`config.mk`:
```
export PLATFORM = sky130hd
export DESIGN_NAME = soc_button_reader
export DESIGN_NICKNAME = d
export VERILOG_FILES = /design/src/rtl/soc_button_reader.sv
export SDC_FILE = /design/constraint.sdc
export NUM_CORES = 1
export LEC_CHECK = 0
export CORE_UTILIZATION = 40
export CTS_CLUSTER_DIAMETER = 100
export DETAILED_ROUTE_END_ITERATION = 7
export PLACE_DENSITY = 0.65
export SLEW_MARGIN = 0
export SYNTH_ARGS = -nofsm -noshare
export SYNTH_HDL_FRONTEND = slang
export SYNTH_SLANG_ARGS = --single-unit
```
`constraint.sdc`:
```
create_clock -name clk -period 2.85 [get_ports clk]
set_clock_uncertainty 0.15 [all_clocks]
set_input_delay 0.4275 -clock clk [delete_from_list [all_inputs] [get_ports clk]]
set_output_delay 0.4275 -clock clk [all_outputs]
set_load 0.01 [all_outputs]
```
`src/rtl/soc_button_reader.sv`:
```
// Button reader: 2-FF sync, per-button debounce, press events/counters, femtorv read bus.
// Define SOC_BTN_IRQ_EN to add the registered pending-event interrupt output irq.
module soc_button_reader #(
  parameter int N_BTN     = 2,
  parameter int DB_CYCLES = 8,
  parameter int CNT_W     = 16
) (
  input  logic             clk,
  input  logic             resetn,
  input  logic [N_BTN-1:0] btn_raw,
  input  logic             mem_rstrb,
  input  logic [1:0]       mem_addr,
  output logic [31:0]      mem_rdata,
  output logic             mem_rvalid
`ifdef SOC_BTN_IRQ_EN
  ,
  output logic             irq
`endif
);

  localparam logic [CNT_W-1:0] DB_LAST = CNT_W'(DB_CYCLES - 1);
  localparam logic [31:0]      ID_WORD = 32'h42544E00 | 32'(N_BTN);

  logic [N_BTN-1:0] sync1, sync2;
  logic [N_BTN-1:0] stable, stable_nxt;
  logic [N_BTN-1:0] press;
  logic [N_BTN-1:0] events, events_nxt;
  logic [CNT_W-1:0] db_cnt     [N_BTN];
  logic [CNT_W-1:0] db_cnt_nxt [N_BTN];
  logic [7:0]       count      [N_BTN];
  logic [31:0]      rd_mux;
  logic             rd_clear;

  // Pins idle high (released), so the synchroniser resets to 1.
  always_ff @(posedge clk or negedge resetn) begin
    if (!resetn) begin
      sync1 <= '1;
      sync2 <= '1;
    end else begin
      sync1 <= btn_raw;
      sync2 <= sync1;
    end
  end

  always_comb begin
    stable_nxt = stable;
    press      = '0;
    for (int i = 0; i < N_BTN; i++) begin
      db_cnt_nxt[i] = '0;
      if (sync2[i] != stable[i]) begin
        if (db_cnt[i] == DB_LAST) begin
          stable_nxt[i] = sync2[i];
          press[i]      = ~sync2[i];
        end else begin
          db_cnt_nxt[i] = db_cnt[i] + CNT_W'(1);
        end
      end
    end
  end

  // Reading EVENTS clears every bit it returned; a simultaneous press survives.
  assign rd_clear   = mem_rstrb && (mem_addr == 2'd1);
  assign events_nxt = rd_clear ? press : (events | press);

  always_ff @(posedge clk or negedge resetn) begin
    if (!resetn) begin
      stable <= '1;
      events <= '0;
      for (int i = 0; i < N_BTN; i++) begin
        db_cnt[i] <= '0;
        count[i]  <= '0;
      end
    end else begin
      stable <= stable_nxt;
      events <= events_nxt;
      for (int i = 0; i < N_BTN; i++) begin
        db_cnt[i] <= db_cnt_nxt[i];
        if (press[i]) count[i] <= count[i] + 8'd1;
      end
    end
  end

  always_comb begin
    rd_mux = '0;
    case (mem_addr)
      2'd0: rd_mux[N_BTN-1:0] = ~stable;
      2'd1: rd_mux[N_BTN-1:0] = events;
      2'd2: for (int i = 0; i < N_BTN; i++) rd_mux[8*i +: 8] = count[i];
      default: rd_mux = ID_WORD;
    endcase
  end

  always_ff @(posedge clk or negedge resetn) begin
    if (!resetn) begin
      mem_rdata  <= '0;
      mem_rvalid <= 1'b0;
    end else begin
      mem_rvalid <= mem_rstrb;
      if (mem_rstrb) mem_rdata <= rd_mux;
    end
  end

`ifdef SOC_BTN_IRQ_EN
  always_ff @(posedge clk or negedge resetn) begin
    if (!resetn) irq <= 1'b0;
    else         irq <= |events_nxt;
  end
`endif

endmodule

```
==> impl_metrics.py <==
metrics = {
    "routing": {
        "drc": 0,
        "routed_wl_mm": 6.137,
        "wl_per_cell_microns": 12.87,
        "detail_route.vias_per_cell": 4.849,
        "first_pass_iters": 4,
        "ant_nets": 0,
        "drt_iter0_drc": 97,
        "num_vias": 2313,
    },
    "placed_design": {
        "dp.cells": 461,
        "gp_congestion": 0.7594,
        "portBuffers": 28,
        "post_dp_cell_area_sq_um": 3821,
        "dpl.hpwl_mm": 4.118,
    },
    "power": {
        "p_sw_uw": 607.8,
        "power-per-cell-area_nw_per_um2": 559.2,
        "internal-power_mw": 1.642,
        "p_seq_share_pct": 52.3,
        "power_mw": 2.250,
        "p_leak_nw": 1.716,
        "ir_drop_uv": 347.6,
        "clockPowerShare_pct": 36.3,
        "swShare_pct": 27.01,
        "pwr-share-comb_pct": 11.4,
    },
    "critical_path": {
        "critPathKind": "flop to flop",
        "max_stage_delay_ns": 0.40,
        "critPathSlowestCell": "dfrtp_1",
        "reg2reg_depth": 5,
        "reg2reg_slack_ns": 0.82,
        "critPathBufInv": 0,
        "end_kind": "flop",
        "cp.depth": 5,
        "crit_arrival_ns": 2.11,
        "required_ns": 2.93,
        "crit_chain": "ha_1 > and4bb_2 > nand4_4 > nor2_1 > mux2_2",
        "startpoint_type": "flop",
        "worstPathMaxFanout": 10,
        "cp_top_family": "simple AND/OR/NAND/NOR gates",
    },
    "finish": {
        "drive_gt1_share_pct": 11.02,
        "layout.nets": 378,
        "final_cells": 477,
        "area_delta_synth_final_pct": 14.41,
        "diodes": 0,
        "fin_area_sq_um": 4024,
        "final_common_cell": "dfrtp_1",
        "layout_common_cells": "dfrtp_1, nor2_1, clkdlybuf4s50_1, xnor2_1, nand2_1",
    },
    "global_route": {
        "grt_usage_pct": 14.80,
        "grt_max_degree": 75,
        "antenna_found_initial": 0,
        "grt_pass1_wl_mm": 10.35,
        "gr-total-overflow": 0,
        "grt_pass1_vias": 2268,
    },
    "sta": {
        "setup_viol": 0,
        "rsz0062_at_grt": "false",
        "tightest_slew_ns": 0.9124,
        "maxSlewHeadroom_pct": 39.18,
        "period_minus_slack_ns": 2.031,
        "slew_viol_final": 0,
        "fin_crit_sh_pct": 71.26,
        "max_freq_mhz": 492.4,
        "fin_tns_setup_ns": 0,
        "hold_viol": 0,
    },
    "outcome": {
        "status": "finished, final reports clean",
    },
    "clock_network": {
        "clk_pin_slew_worst_paths_ns": 0.08,
        "cts_tree": "done",
        "cts_resized": 0,
        "cts_htree_levels": 3,
        "cts_root_buffer": "clkbuf_8",
        "hold_buffers": 0,
        "cts_setup_buffers": 0,
        "numCtsBuffers": 9,
        "insertion_delay_ns": 0.34,
        "clock_path_buffers": 2,
        "clock_sinks": 74,
    },
    "yosys": {
        "avgSynthCellArea_sq_um": 10.31,
        "ys_warn_count": 0,
        "synthDistinctLibCells": 43,
        "synthFlopType": "dfrtp_1",
        "synth_edf_count": 0,
        "seq_area_frac_synth_pct": 52.86,
        "synthArstFlopShare_pct": 100.0,
        "synthCells": 341,
        "synth_area_sq_um": 3517,
        "yosys_register_bits": 74,
    },
    "floorplan": {
        "rows": 33,
        "start_util_pct": 41.96,
        "die-area_sq_um": 9172,
        "die_h_microns": 95.77,
        "die_width_microns": 95.77,
        "io_pins": 40,
        "core-area_sq_um": 8382,
    },
    "run": {
        "maxCapViolCount": 0,
    },
    "worst_hold_path": {
        "worstHoldPathType": "input pin to asynchronous set/reset pin",
    },
}
[cell type report]
cell class / count / area (sq um)
fill: 769 / 4358
sequential: 74 / 1859
multi-input combinational: 230 / 1459
timing repair buffer: 29 / 285.3
clock buffer: 10 / 137.6
tap: 105 / 131.4
inverter: 23 / 86.33
clock inverter: 6 / 65.06
[power groups by stage]
stage               sequential (mW)  combinational, mW  clock [mW]
floorplan                      1.19              0.184           0
global placement               1.20              0.256           0
detailed placement             1.20              0.263           0
CTS                            1.18              0.263       0.847
global route                   1.19              0.299       0.891
finish                         1.18              0.255       0.817
[Yosys cell counts, types with 2 or more instances]
cell type / number / share of area [%]
a21o_1: 2 / 0.43
a21oi_1: 3 / 0.43
and3_1: 2 / 0.36
and4_1: 2 / 0.50
and4bb_2: 2 / 0.71
buf_2: 2 / 0.28
buf_4: 15 / 3.2
clkbuf_1: 6 / 0.64
dfrtp_1: 68 / 48
dfstp_2: 6 / 4.5
ha_1: 4 / 1.4
inv_1: 23 / 2.5
mux2_2: 3 / 0.96
nand2_1: 24 / 2.6
nand3_1: 16 / 2.3
nand3b_1: 2 / 0.43
nand4_1: 11 / 2.0
nor2_1: 39 / 4.2
nor2b_1: 2 / 0.36
nor3_1: 16 / 2.3
nor4_1: 7 / 1.2
nor4_2: 5 / 1.8
o211ai_1: 5 / 1.1
o21ai_0: 17 / 2.4
xnor2_1: 25 / 6.2
xor2_1: 17 / 4.2
[per-layer routing]
layer / GRT usage [%] / routed length, microns / vias up
met3: 4.502 / 180 / 7
met5: 0 / 0 / -
li1: - / - / 1181
met2: 22.20 / 2737 / 32
met1: 20.43 / 3147 / 1093
met4: 4.851 / 72 / 0
[worst paths after layout]
check / to / startpoint
setup / recovery: count[9] / db_cnt[16]
hold / removal: db_cnt[22] / resetn
setup reg to reg: count[9] / db_cnt[16]
hold reg to reg: sync2[1] / sync1[1]
max in group asynchronous: db_cnt[13] / resetn
min in group clk: sync2[1] / sync1[1]
[registers in the layout, indices dropped and copies added (netlist names)]
signal,flops
sync2,2
sync1,2
count,16
mem_rvalid,1
mem_rdata,17
stable,2
db_cnt,32
events,2
[worst register-to-register path, cell delays in order, from the launching register on]
cell	delay (ns)
dfrtp_1	0.40
ha_1	0.26
and4bb_2	0.29
nand4_4	0.17
nor2_1	0.27
mux2_2	0.36
[stage by stage]
step	worst slack [ns]	util, %	hold slack [ns]
2_1_floorplan	0.9843	-	-0.01809
3_3_place_gp	0.8670	45.59	0.1964
3_5_place_dp	0.8191	45.59	0.1975
4_1_cts	0.8132	48.01	0.09725
5_1_grt	0.6716	48.01	0.1540
6_report	0.8190	48.01	0.06299
[cell families after synthesis]
logic type	count (synthesis)	synth area share [%]
other	1	0.1066
adder cells (fa/ha/maj)	4	1.423
buffers and inverters	47	6.723
AO/OA/AOI/OAI	30	5.052
AND/OR/NAND/NOR	139	22.09
multiplexers	4	1.281
XOR/XNOR	42	10.46
flip-flops	74	52.86
Power figures use the tool's default switching activity.
